[config.mk]
export PLATFORM = sky130hd
export DESIGN_NAME = csr_read_unit_flat
export DESIGN_NICKNAME = d
export VERILOG_FILES = /design/src/rtl/csr_read_unit_pkg.sv /design/src/rtl/csr_read_unit_if.sv /design/src/rtl/csr_counter64.sv /design/src/rtl/csr_read_unit.sv /design/src/flat_wrapper.sv
export SDC_FILE = /design/constraint.sdc
export NUM_CORES = 1
export LEC_CHECK = 0
export BUFFER_PORTS_ARGS = -buffer_cell sky130_fd_sc_hd__buf_2
export CORE_ASPECT_RATIO = 1.1
export CORE_MARGIN = 4
export CORE_UTILIZATION = 35
export DETAILED_ROUTE_END_ITERATION = 8
export GPL_TIMING_DRIVEN = 0
export MAX_ROUTING_LAYER = met4
export PLACE_DENSITY = 0.54
export SLEW_MARGIN = 20
export SYNTH_ARGS = -nofsm -noshare
export SYNTH_HDL_FRONTEND = slang
export SYNTH_SLANG_ARGS = --single-unit
[constraint.sdc]
create_clock -name clk -period 2.45 [get_ports clk]
set_input_delay 0.1225 -clock clk [delete_from_list [all_inputs] [get_ports clk]]
set_output_delay 0.1225 -clock clk [all_outputs]
set_load 0.02 [all_outputs]
[src/rtl/csr_read_unit_pkg.sv]
// Shared CSR definitions: address map, decoded target select and access-legality helpers.
// Used by the CSR read unit, the instruction decoder and the CSR write logic.
package csr_read_unit_pkg;

    localparam logic [11:0] CsrMstatus   = 12'h300;
    localparam logic [11:0] CsrMtvec     = 12'h305;
    localparam logic [11:0] CsrMscratch  = 12'h340;
    localparam logic [11:0] CsrMepc      = 12'h341;
    localparam logic [11:0] CsrMcause    = 12'h342;
    localparam logic [11:0] CsrMcycle    = 12'hB00;
    localparam logic [11:0] CsrMinstret  = 12'hB02;
    localparam logic [11:0] CsrMcycleh   = 12'hB80;
    localparam logic [11:0] CsrMinstreth = 12'hB82;
    localparam logic [11:0] CsrCycle     = 12'hC00;
    localparam logic [11:0] CsrInstret   = 12'hC02;
    localparam logic [11:0] CsrCycleh    = 12'hC80;
    localparam logic [11:0] CsrInstreth  = 12'hC82;

    typedef enum logic [3:0] {
        SelNone,
        SelMstatus,
        SelMtvec,
        SelMscratch,
        SelMepc,
        SelMcause,
        SelCycleLo,
        SelCycleHi,
        SelInstretLo,
        SelInstretHi
    } csr_sel_t;

    // User-level counter aliases map onto the same targets as the machine-level ones.
    function automatic csr_sel_t csr_decode(input logic [11:0] addr);
        csr_sel_t sel;
        case (addr)
            CsrMstatus:                 sel = SelMstatus;
            CsrMtvec:                   sel = SelMtvec;
            CsrMscratch:                sel = SelMscratch;
            CsrMepc:                    sel = SelMepc;
            CsrMcause:                  sel = SelMcause;
            CsrMcycle,   CsrCycle:      sel = SelCycleLo;
            CsrMcycleh,  CsrCycleh:     sel = SelCycleHi;
            CsrMinstret, CsrInstret:    sel = SelInstretLo;
            CsrMinstreth, CsrInstreth:  sel = SelInstretHi;
            default:                    sel = SelNone;
        endcase
        return sel;
    endfunction

    function automatic logic csr_is_counter(input csr_sel_t sel);
        return (sel == SelCycleLo) || (sel == SelCycleHi) ||
               (sel == SelInstretLo) || (sel == SelInstretHi);
    endfunction

    // Counters are read-only, and the [11:10]==2'b11 region is read-only by encoding.
    function automatic logic csr_is_illegal(input csr_sel_t sel, input logic [11:0] addr,
                                            input logic write);
        logic ro_region;
        ro_region = (addr[11:10] == 2'b11);
        return (sel == SelNone) || (write && ro_region) || (write && csr_is_counter(sel));
    endfunction

endpackage

[src/rtl/csr_read_unit_if.sv]
// Request/response handshake between the execute stage and the CSR read unit.
interface csr_read_unit_if #(
    parameter int unsigned WIDTH = 32
);
    logic             ReqValid;
    logic             ReqReady;
    logic [11:0]      ReqAddr;
    logic             ReqWrite;
    logic             RespValid;
    logic             RespReady;
    logic [WIDTH-1:0] RespData;
    logic             RespIllegal;

    modport master (
        output ReqValid,
        output ReqAddr,
        output ReqWrite,
        output RespReady,
        input  ReqReady,
        input  RespValid,
        input  RespData,
        input  RespIllegal
    );

    modport slave (
        input  ReqValid,
        input  ReqAddr,
        input  ReqWrite,
        input  RespReady,
        output ReqReady,
        output RespValid,
        output RespData,
        output RespIllegal
    );
endinterface

[src/rtl/csr_counter64.sv]
// 64-bit free-running counter with synchronous reset and increment enable, read as two words.
module csr_counter64 (
    input  logic        clk,
    input  logic        reset,
    input  logic        en,
    output logic [31:0] lo,
    output logic [31:0] hi
);
    logic [63:0] count_q;
    logic [63:0] count_d;

    // Natural 64-bit overflow gives the wrap from all-ones to zero.
    always_comb begin
        count_d = count_q;
        if (en) begin
            count_d = count_q + 64'd1;
        end
    end

    always_ff @(posedge clk) begin
        if (reset) begin
            count_q <= '0;
        end else begin
            count_q <= count_d;
        end
    end

    assign lo = count_q[31:0];
    assign hi = count_q[63:32];
endmodule

[src/rtl/csr_read_unit.sv]
// Read side of the machine-mode CSR file: decodes the address, returns the old CSR value,
// flags illegal accesses and owns the cycle/instret counters with high-word snapshots.
module csr_read_unit
    import csr_read_unit_pkg::*;
#(
    parameter int unsigned WIDTH = 32
) (
    input  logic             clk,
    input  logic             reset,
    csr_read_unit_if.slave   bus,
    input  logic             RetireValid,
    input  logic [WIDTH-1:0] MStatus,
    input  logic [WIDTH-1:0] MTvec,
    input  logic [WIDTH-1:0] MEpc,
    input  logic [WIDTH-1:0] MCause,
    input  logic [WIDTH-1:0] MScratch
);
    logic [31:0] cycle_lo;
    logic [31:0] cycle_hi;
    logic [31:0] instret_lo;
    logic [31:0] instret_hi;

    logic [31:0] cycle_shadow_q;
    logic [31:0] cycle_shadow_d;
    logic [31:0] instret_shadow_q;
    logic [31:0] instret_shadow_d;

    logic             resp_valid_q;
    logic             resp_valid_d;
    logic [WIDTH-1:0] resp_data_q;
    logic [WIDTH-1:0] resp_data_d;
    logic             resp_illegal_q;
    logic             resp_illegal_d;

    csr_sel_t         sel;
    logic             illegal;
    logic             accept;
    logic             req_ready;
    logic [WIDTH-1:0] rdata;

    csr_counter64 u_cycle (
        .clk   (clk),
        .reset (reset),
        .en    (1'b1),
        .lo    (cycle_lo),
        .hi    (cycle_hi)
    );

    csr_counter64 u_instret (
        .clk   (clk),
        .reset (reset),
        .en    (RetireValid),
        .lo    (instret_lo),
        .hi    (instret_hi)
    );

    assign sel       = csr_decode(bus.ReqAddr);
    assign illegal   = csr_is_illegal(sel, bus.ReqAddr, bus.ReqWrite);
    assign req_ready = ~resp_valid_q | bus.RespReady;
    assign accept    = bus.ReqValid & req_ready;

    // Counter values come straight from the counter flops, i.e. before this cycle's increment.
    always_comb begin
        rdata = '0;
        if (!illegal) begin
            case (sel)
                SelMstatus:   rdata = MStatus;
                SelMtvec:     rdata = MTvec;
                SelMscratch:  rdata = MScratch;
                SelMepc:      rdata = MEpc;
                SelMcause:    rdata = MCause;
                SelCycleLo:   rdata = cycle_lo;
                SelCycleHi:   rdata = cycle_shadow_q;
                SelInstretLo: rdata = instret_lo;
                SelInstretHi: rdata = instret_shadow_q;
                default:      rdata = '0;
            endcase
        end
    end

    // A legal low-half read freezes the matching high word for the following high-half read.
    always_comb begin
        cycle_shadow_d   = cycle_shadow_q;
        instret_shadow_d = instret_shadow_q;
        if (accept && !illegal) begin
            if (sel == SelCycleLo) begin
                cycle_shadow_d = cycle_hi;
            end
            if (sel == SelInstretLo) begin
                instret_shadow_d = instret_hi;
            end
        end
    end

    always_comb begin
        resp_valid_d   = resp_valid_q;
        resp_data_d    = resp_data_q;
        resp_illegal_d = resp_illegal_q;
        if (accept) begin
            resp_valid_d   = 1'b1;
            resp_data_d    = rdata;
            resp_illegal_d = illegal;
        end else if (bus.RespReady) begin
            resp_valid_d   = 1'b0;
        end
    end

    always_ff @(posedge clk) begin
        if (reset) begin
            cycle_shadow_q   <= '0;
            instret_shadow_q <= '0;
            resp_valid_q     <= 1'b0;
            resp_data_q      <= '0;
            resp_illegal_q   <= 1'b0;
        end else begin
            cycle_shadow_q   <= cycle_shadow_d;
            instret_shadow_q <= instret_shadow_d;
            resp_valid_q     <= resp_valid_d;
            resp_data_q      <= resp_data_d;
            resp_illegal_q   <= resp_illegal_d;
        end
    end

    assign bus.ReqReady    = req_ready;
    assign bus.RespValid   = resp_valid_q;
    assign bus.RespData    = resp_data_q;
    assign bus.RespIllegal = resp_illegal_q;
endmodule

[src/flat_wrapper.sv]
// flat-port wrapper written by rule: the top's interface ports become plain ports
module csr_read_unit_flat import csr_read_unit_pkg::*;
#(
    parameter int unsigned WIDTH = 32
)
  (clk, reset, RetireValid, MStatus, MTvec, MEpc, MCause, MScratch, bus_ReqValid, bus_ReqAddr, bus_ReqWrite, bus_RespReady, bus_ReqReady, bus_RespValid, bus_RespData, bus_RespIllegal);
  csr_read_unit_if #(.WIDTH(WIDTH)) bus_i ();
  input  logic clk;
  input  logic reset;
  input  logic RetireValid;
  input  logic [WIDTH-1:0] MStatus;
  input  logic [WIDTH-1:0] MTvec;
  input  logic [WIDTH-1:0] MEpc;
  input  logic [WIDTH-1:0] MCause;
  input  logic [WIDTH-1:0] MScratch;
  input wire logic [$bits(bus_i.ReqValid)-1:0] bus_ReqValid;
  input wire logic [$bits(bus_i.ReqAddr)-1:0] bus_ReqAddr;
  input wire logic [$bits(bus_i.ReqWrite)-1:0] bus_ReqWrite;
  input wire logic [$bits(bus_i.RespReady)-1:0] bus_RespReady;
  output wire logic [$bits(bus_i.ReqReady)-1:0] bus_ReqReady;
  output wire logic [$bits(bus_i.RespValid)-1:0] bus_RespValid;
  output wire logic [$bits(bus_i.RespData)-1:0] bus_RespData;
  output wire logic [$bits(bus_i.RespIllegal)-1:0] bus_RespIllegal;
  assign bus_i.ReqValid = bus_ReqValid;
  assign bus_i.ReqAddr = bus_ReqAddr;
  assign bus_i.ReqWrite = bus_ReqWrite;
  assign bus_i.RespReady = bus_RespReady;
  assign bus_ReqReady = bus_i.ReqReady;
  assign bus_RespValid = bus_i.RespValid;
  assign bus_RespData = bus_i.RespData;
  assign bus_RespIllegal = bus_i.RespIllegal;
  csr_read_unit #(.WIDTH(WIDTH)) u_core (.clk(clk), .reset(reset), .bus(bus_i), .RetireValid(RetireValid), .MStatus(MStatus), .MTvec(MTvec), .MEpc(MEpc), .MCause(MCause), .MScratch(MScratch));
endmodule
==> impl_summary.log <==
[metrics] multiplexer area fraction after synthesis: 6.50%
[metrics] arrival time worst endpoint: 2.78 ns
[metrics] cell type with the largest total area after synthesis: sky130_fd_sc_hd__dfxtp_1
[metrics] most used standard cells in the synthesized netlist: sky130_fd_sc_hd__nand2_1, sky130_fd_sc_hd__dfxtp_1, sky130_fd_sc_hd__a21oi_1, sky130_fd_sc_hd__nor2_1, sky130_fd_sc_hd__a22oi_1
[metrics] CP top delay family: simple AND/OR/NAND/NOR gates
[metrics] worst relative slew slack: 39.7%
[metrics] number of enable-type register cells in the synthesized netlist: 0
[metrics] total half-perimeter wirelength after legalization and detailed placement: 36500 microns
[metrics] Std-Cell Rows: 70
[metrics] parity-gate share of the synthesized area counting xor and xnor cells: under 10%
[metrics] compound-cell area share of the yosys netlist: a little over a fifth
[metrics] CTS tree: yes
[metrics] number of sinks handled by clock tree synthesis: 226
[metrics] number of DRC markers after the initial detailed-route iteration: between 1k and 1.5k
[metrics] die width: 184 microns
[metrics] area growth from synthesis to layout: 28.0%
[metrics] Port-buffer cells: 209
[metrics] Setup crit start kind: flop
[metrics] slew at the pin closest to its max-slew limit: ~0.90 ns
[metrics] synthesis warning total: 0
[metrics] pin count of the biggest net entering global routing: 14
[metrics] FF-to-FF setup slack: 0.09 ns
[metrics] cell type of the slowest stage on the worst timing path: sky130_fd_sc_hd__or4_4
[metrics] worst-skew pair later-pin latency: 0.54 ns
[metrics] highest clock frequency the design can meet: 424 MHz
[metrics] Final ANT Viol Nets: 0
[metrics] first-pass GRT wire length: 71100 microns
[metrics] share of the synthesized area in the top cell type: 37.9%
[metrics] reported max-cap violation count: 0
[metrics] highest ir drop seen on vdd: between 0.5 and 0.6 mV
[metrics] maximum cell stage delay along the critical path: ~0.49 ns
[metrics] share of cells above drive strength 1: 20.6%
[metrics] number of instances in the synthesized netlist: ~1.5k
[metrics] count of unique library cells instantiated by Yosys: 57
[metrics] Setup crit end kind: flop
[metrics] final design instance area without fill: 15300 sq um
[metrics] Synth Flop Type: sky130_fd_sc_hd__dfxtp_1
[metrics] largest driver fanout on the critical path: 10
[metrics] adder-cell share of the synthesized area: 0.210%
[metrics] buffer type at the clock tree root: sky130_fd_sc_hd__clkbuf_16
[metrics] First-pass DRT Iterations: 5
[metrics] area of the mapped netlist: ~12000 sq um
[metrics] Power, Total: 8.38 mW
[metrics] flops & latches, synth: 226
[metrics] simple-gate area share of the yosys netlist: between 20% and 30%
[metrics] list of cells traversed by the critical path: and4_1 -> buf_4 -> nand4_1 -> or4_4 -> buf_6 -> nor4_4 -> mux2_4
[metrics] aggregate global-route resource usage: 24.9%
[metrics] gpl congestion: approximately 0.94
[metrics] min-delay worst type: in -> reg
[metrics] critical path data required time: 2.87 ns
[metrics] combinational family with the most area after synthesis: simple AND/OR/NAND/NOR gates
[metrics] Vias: 12.7k
[metrics] die height: 202 microns
[metrics] pwr dens: 549 nW/um^2
[metrics] cts bufs inserted: 27
[metrics] placed standard-cell area: 13600 sq um
[metrics] number of hold violations in the final report: 0
[metrics] final critical-path share of the clock period: 96.3%
[metrics] result of the run: completed
[metrics] Tmin final: 2.36 ns
[metrics] initial core utilization: a little over a third
[metrics] H-tree depth: 1
[metrics] clock slew seen by the registers of the worst setup and hold paths: 0.06 ns
[metrics] count of endpoints failing setup in the final report: 0
[metrics] Buf/Inv on CP: 2
[metrics] leading post-synthesis cells by cell area: sky130_fd_sc_hd__dfxtp_1, sky130_fd_sc_hd__nand2_1, sky130_fd_sc_hd__a22oi_1
[metrics] library cell with the highest instance count after synthesis: sky130_fd_sc_hd__nand2_1
[metrics] grt total ovfl: 0
[metrics] RSZ-0062 raised after global routing: true
[metrics] Synthesized Nets: 1648
[metrics] Die Area: about 37000 sq um
[metrics] worst setup path category: reg -> reg
[metrics] vias per cell: ~5.7
[metrics] final clock skew: 0.0113 ns
[metrics] DRC violations left: 0
[metrics] post-synthesis sequential area ratio: 37.9%
[metrics] core box area: 33500 sq um
[metrics] per-cell routed wire length: 21.3 microns
[metrics] number of antenna violations at the first check in global routing: 1
[metrics] Setup Total Neg Slack: 0 ns
[metrics] drt total wl: approximately 47000 microns
[metrics] vias in the first global route: roughly 12k
[metrics] static power due to leakage: 5.22 nW
[metrics] io pins: 213
[metrics] Avg Inst Size Synth: 8.12 sq um
[metrics] fraction of registers with async set or reset after synthesis: 0%
[metrics] worst-case clock buffer depth: 3
[metrics] final net count: between 1.5k and 2k
[metrics] pins over their slew limit: 0
==> layout make-up <==
class | count | area (sq um)
Antenna cell | 1 | 2.50
Buffer | 107 | 484
Clock buffer | 35 | 776
Clock inverter | 15 | 156
Fill cell | 3427 | 18200
Inverter | 23 | 86.3
Multi-Input combinational cell | 1111 | 7030
Sequential cell | 226 | 4550
Tap cell | 432 | 541
Timing Repair Buffer | 273 | 1640
==> worst paths after layout <==
check | endpoint | depth (start not counted) | start
min | u_core.bus.RespData[31] | 4 | MStatus[31]
min reg2reg | u_core.instret_shadow_q[29] | 2 | u_core.instret_shadow_q[29]
max reg2reg | u_core.u_cycle.count_q[63] | 7 | u_core.u_cycle.count_q[26]
max | u_core.u_cycle.count_q[63] | 7 | u_core.u_cycle.count_q[26]
==> cells by family (layout without fill, tap and decap cells) <==
family	Yosys count	count (layout)
buffers and inverters	131	453
AOI/OAI and AO/OA	374	374
muxes	76	76
adders and majority gates	2	2
DFF	226	226
xor gates and xnor gates	47	47
other	0	1
and+or+nand+nor	612	612
==> layer usage <==
metal / share of wire (%) / track usage [%] / vias up
li1: - / - / 6081
met1: 41 / 30.5 / 6070
met2: 49 / 42.4 / 426
met3: 5.4 / 2.89 / 96
met4: 4.2 / 8.74 / 0
met5: 0 / - / -
==> layout by cell type (no fill, tap or decap), types with 10 or more instances in the layout <==
master,netlist,final
sky130_fd_sc_hd__nand2_1,232,232
sky130_fd_sc_hd__buf_2,11,227
sky130_fd_sc_hd__dfxtp_1,226,211
sky130_fd_sc_hd__a21oi_1,108,108
sky130_fd_sc_hd__nor2_1,104,103
sky130_fd_sc_hd__a22oi_1,94,94
sky130_fd_sc_hd__clkbuf_1,89,74
sky130_fd_sc_hd__nand4_1,67,67
sky130_fd_sc_hd__mux2i_1,64,64
sky130_fd_sc_hd__a2bb2oi_1,63,63
sky130_fd_sc_hd__dlygate4sd3_1,0,46
sky130_fd_sc_hd__nand3_1,45,43
sky130_fd_sc_hd__or4_1,42,42
sky130_fd_sc_hd__o31ai_1,41,40
sky130_fd_sc_hd__xor2_1,34,34
sky130_fd_sc_hd__o21ai_0,33,33
sky130_fd_sc_hd__or3_1,30,30
sky130_fd_sc_hd__clkbuf_16,0,27
sky130_fd_sc_hd__inv_1,23,23
sky130_fd_sc_hd__buf_4,3,22
sky130_fd_sc_hd__and4_1,18,17
sky130_fd_sc_hd__and3_1,14,14
sky130_fd_sc_hd__o211ai_1,14,14
sky130_fd_sc_hd__dfxtp_2,0,14
sky130_fd_sc_hd__xnor2_1,13,13
sky130_fd_sc_hd__mux2_2,12,11
sky130_fd_sc_hd__nor3_1,13,10
sky130_fd_sc_hd__clkinv_2,0,10
==> state kept, by name, summed over array words and instances, names as in the netlist <==
register / count
u_core.bus.RespData: 32
u_core.bus.RespIllegal: 1
u_core.bus.RespValid: 1
u_core.cycle_shadow_q: 32
u_core.instret_shadow_q: 32
u_core.u_cycle.count_q: 64
u_core.u_instret.count_q: 64
==> what timing repair did <==
action | 4_1_cts | 5_1_grt
pin swaps | 6 | 6
setup endpoints to repair | 78 | 75
gates resized for setup | 32 | 42
hold endpoints to repair | 24 | 0
setup buffers | 9 | 8
hold buffers | 46 | 0
==> worst min-delay path, cell delays in order <==
cell	delay, ns
sky130_fd_sc_hd__buf_2	0.08
sky130_fd_sc_hd__a2bb2oi_1	0.06
sky130_fd_sc_hd__nand4_1	0.08
sky130_fd_sc_hd__a2bb2oi_1	0.16
==> per-stage QoR <==
step / hold WS (ns) / cells / setup WS, ns / utilization, %
after floorplan: 0.252 / 1468 / 0.192 / -
after global placement: 0.423 / 2109 / -1.08 / 40.4
after detailed placement: 0.426 / 2110 / -0.766 / 40.5
after CTS: 0.00213 / 2215 / -0.0108 / 45.3
after global routing: 0.0323 / 2223 / -0.00107 / 45.6
final: 0.0142 / 2223 / 0.0917 / 45.6
==> power breakdown <==
group	switching, mW	internal [mW]	total, mW	leakage, nW
clock network	1.66	2.54	4.20	0.470
logic	0.272	0.213	0.485	2.92
registers	0.0121	3.68	3.70	1.83
(Power assumes the default switching activity.)
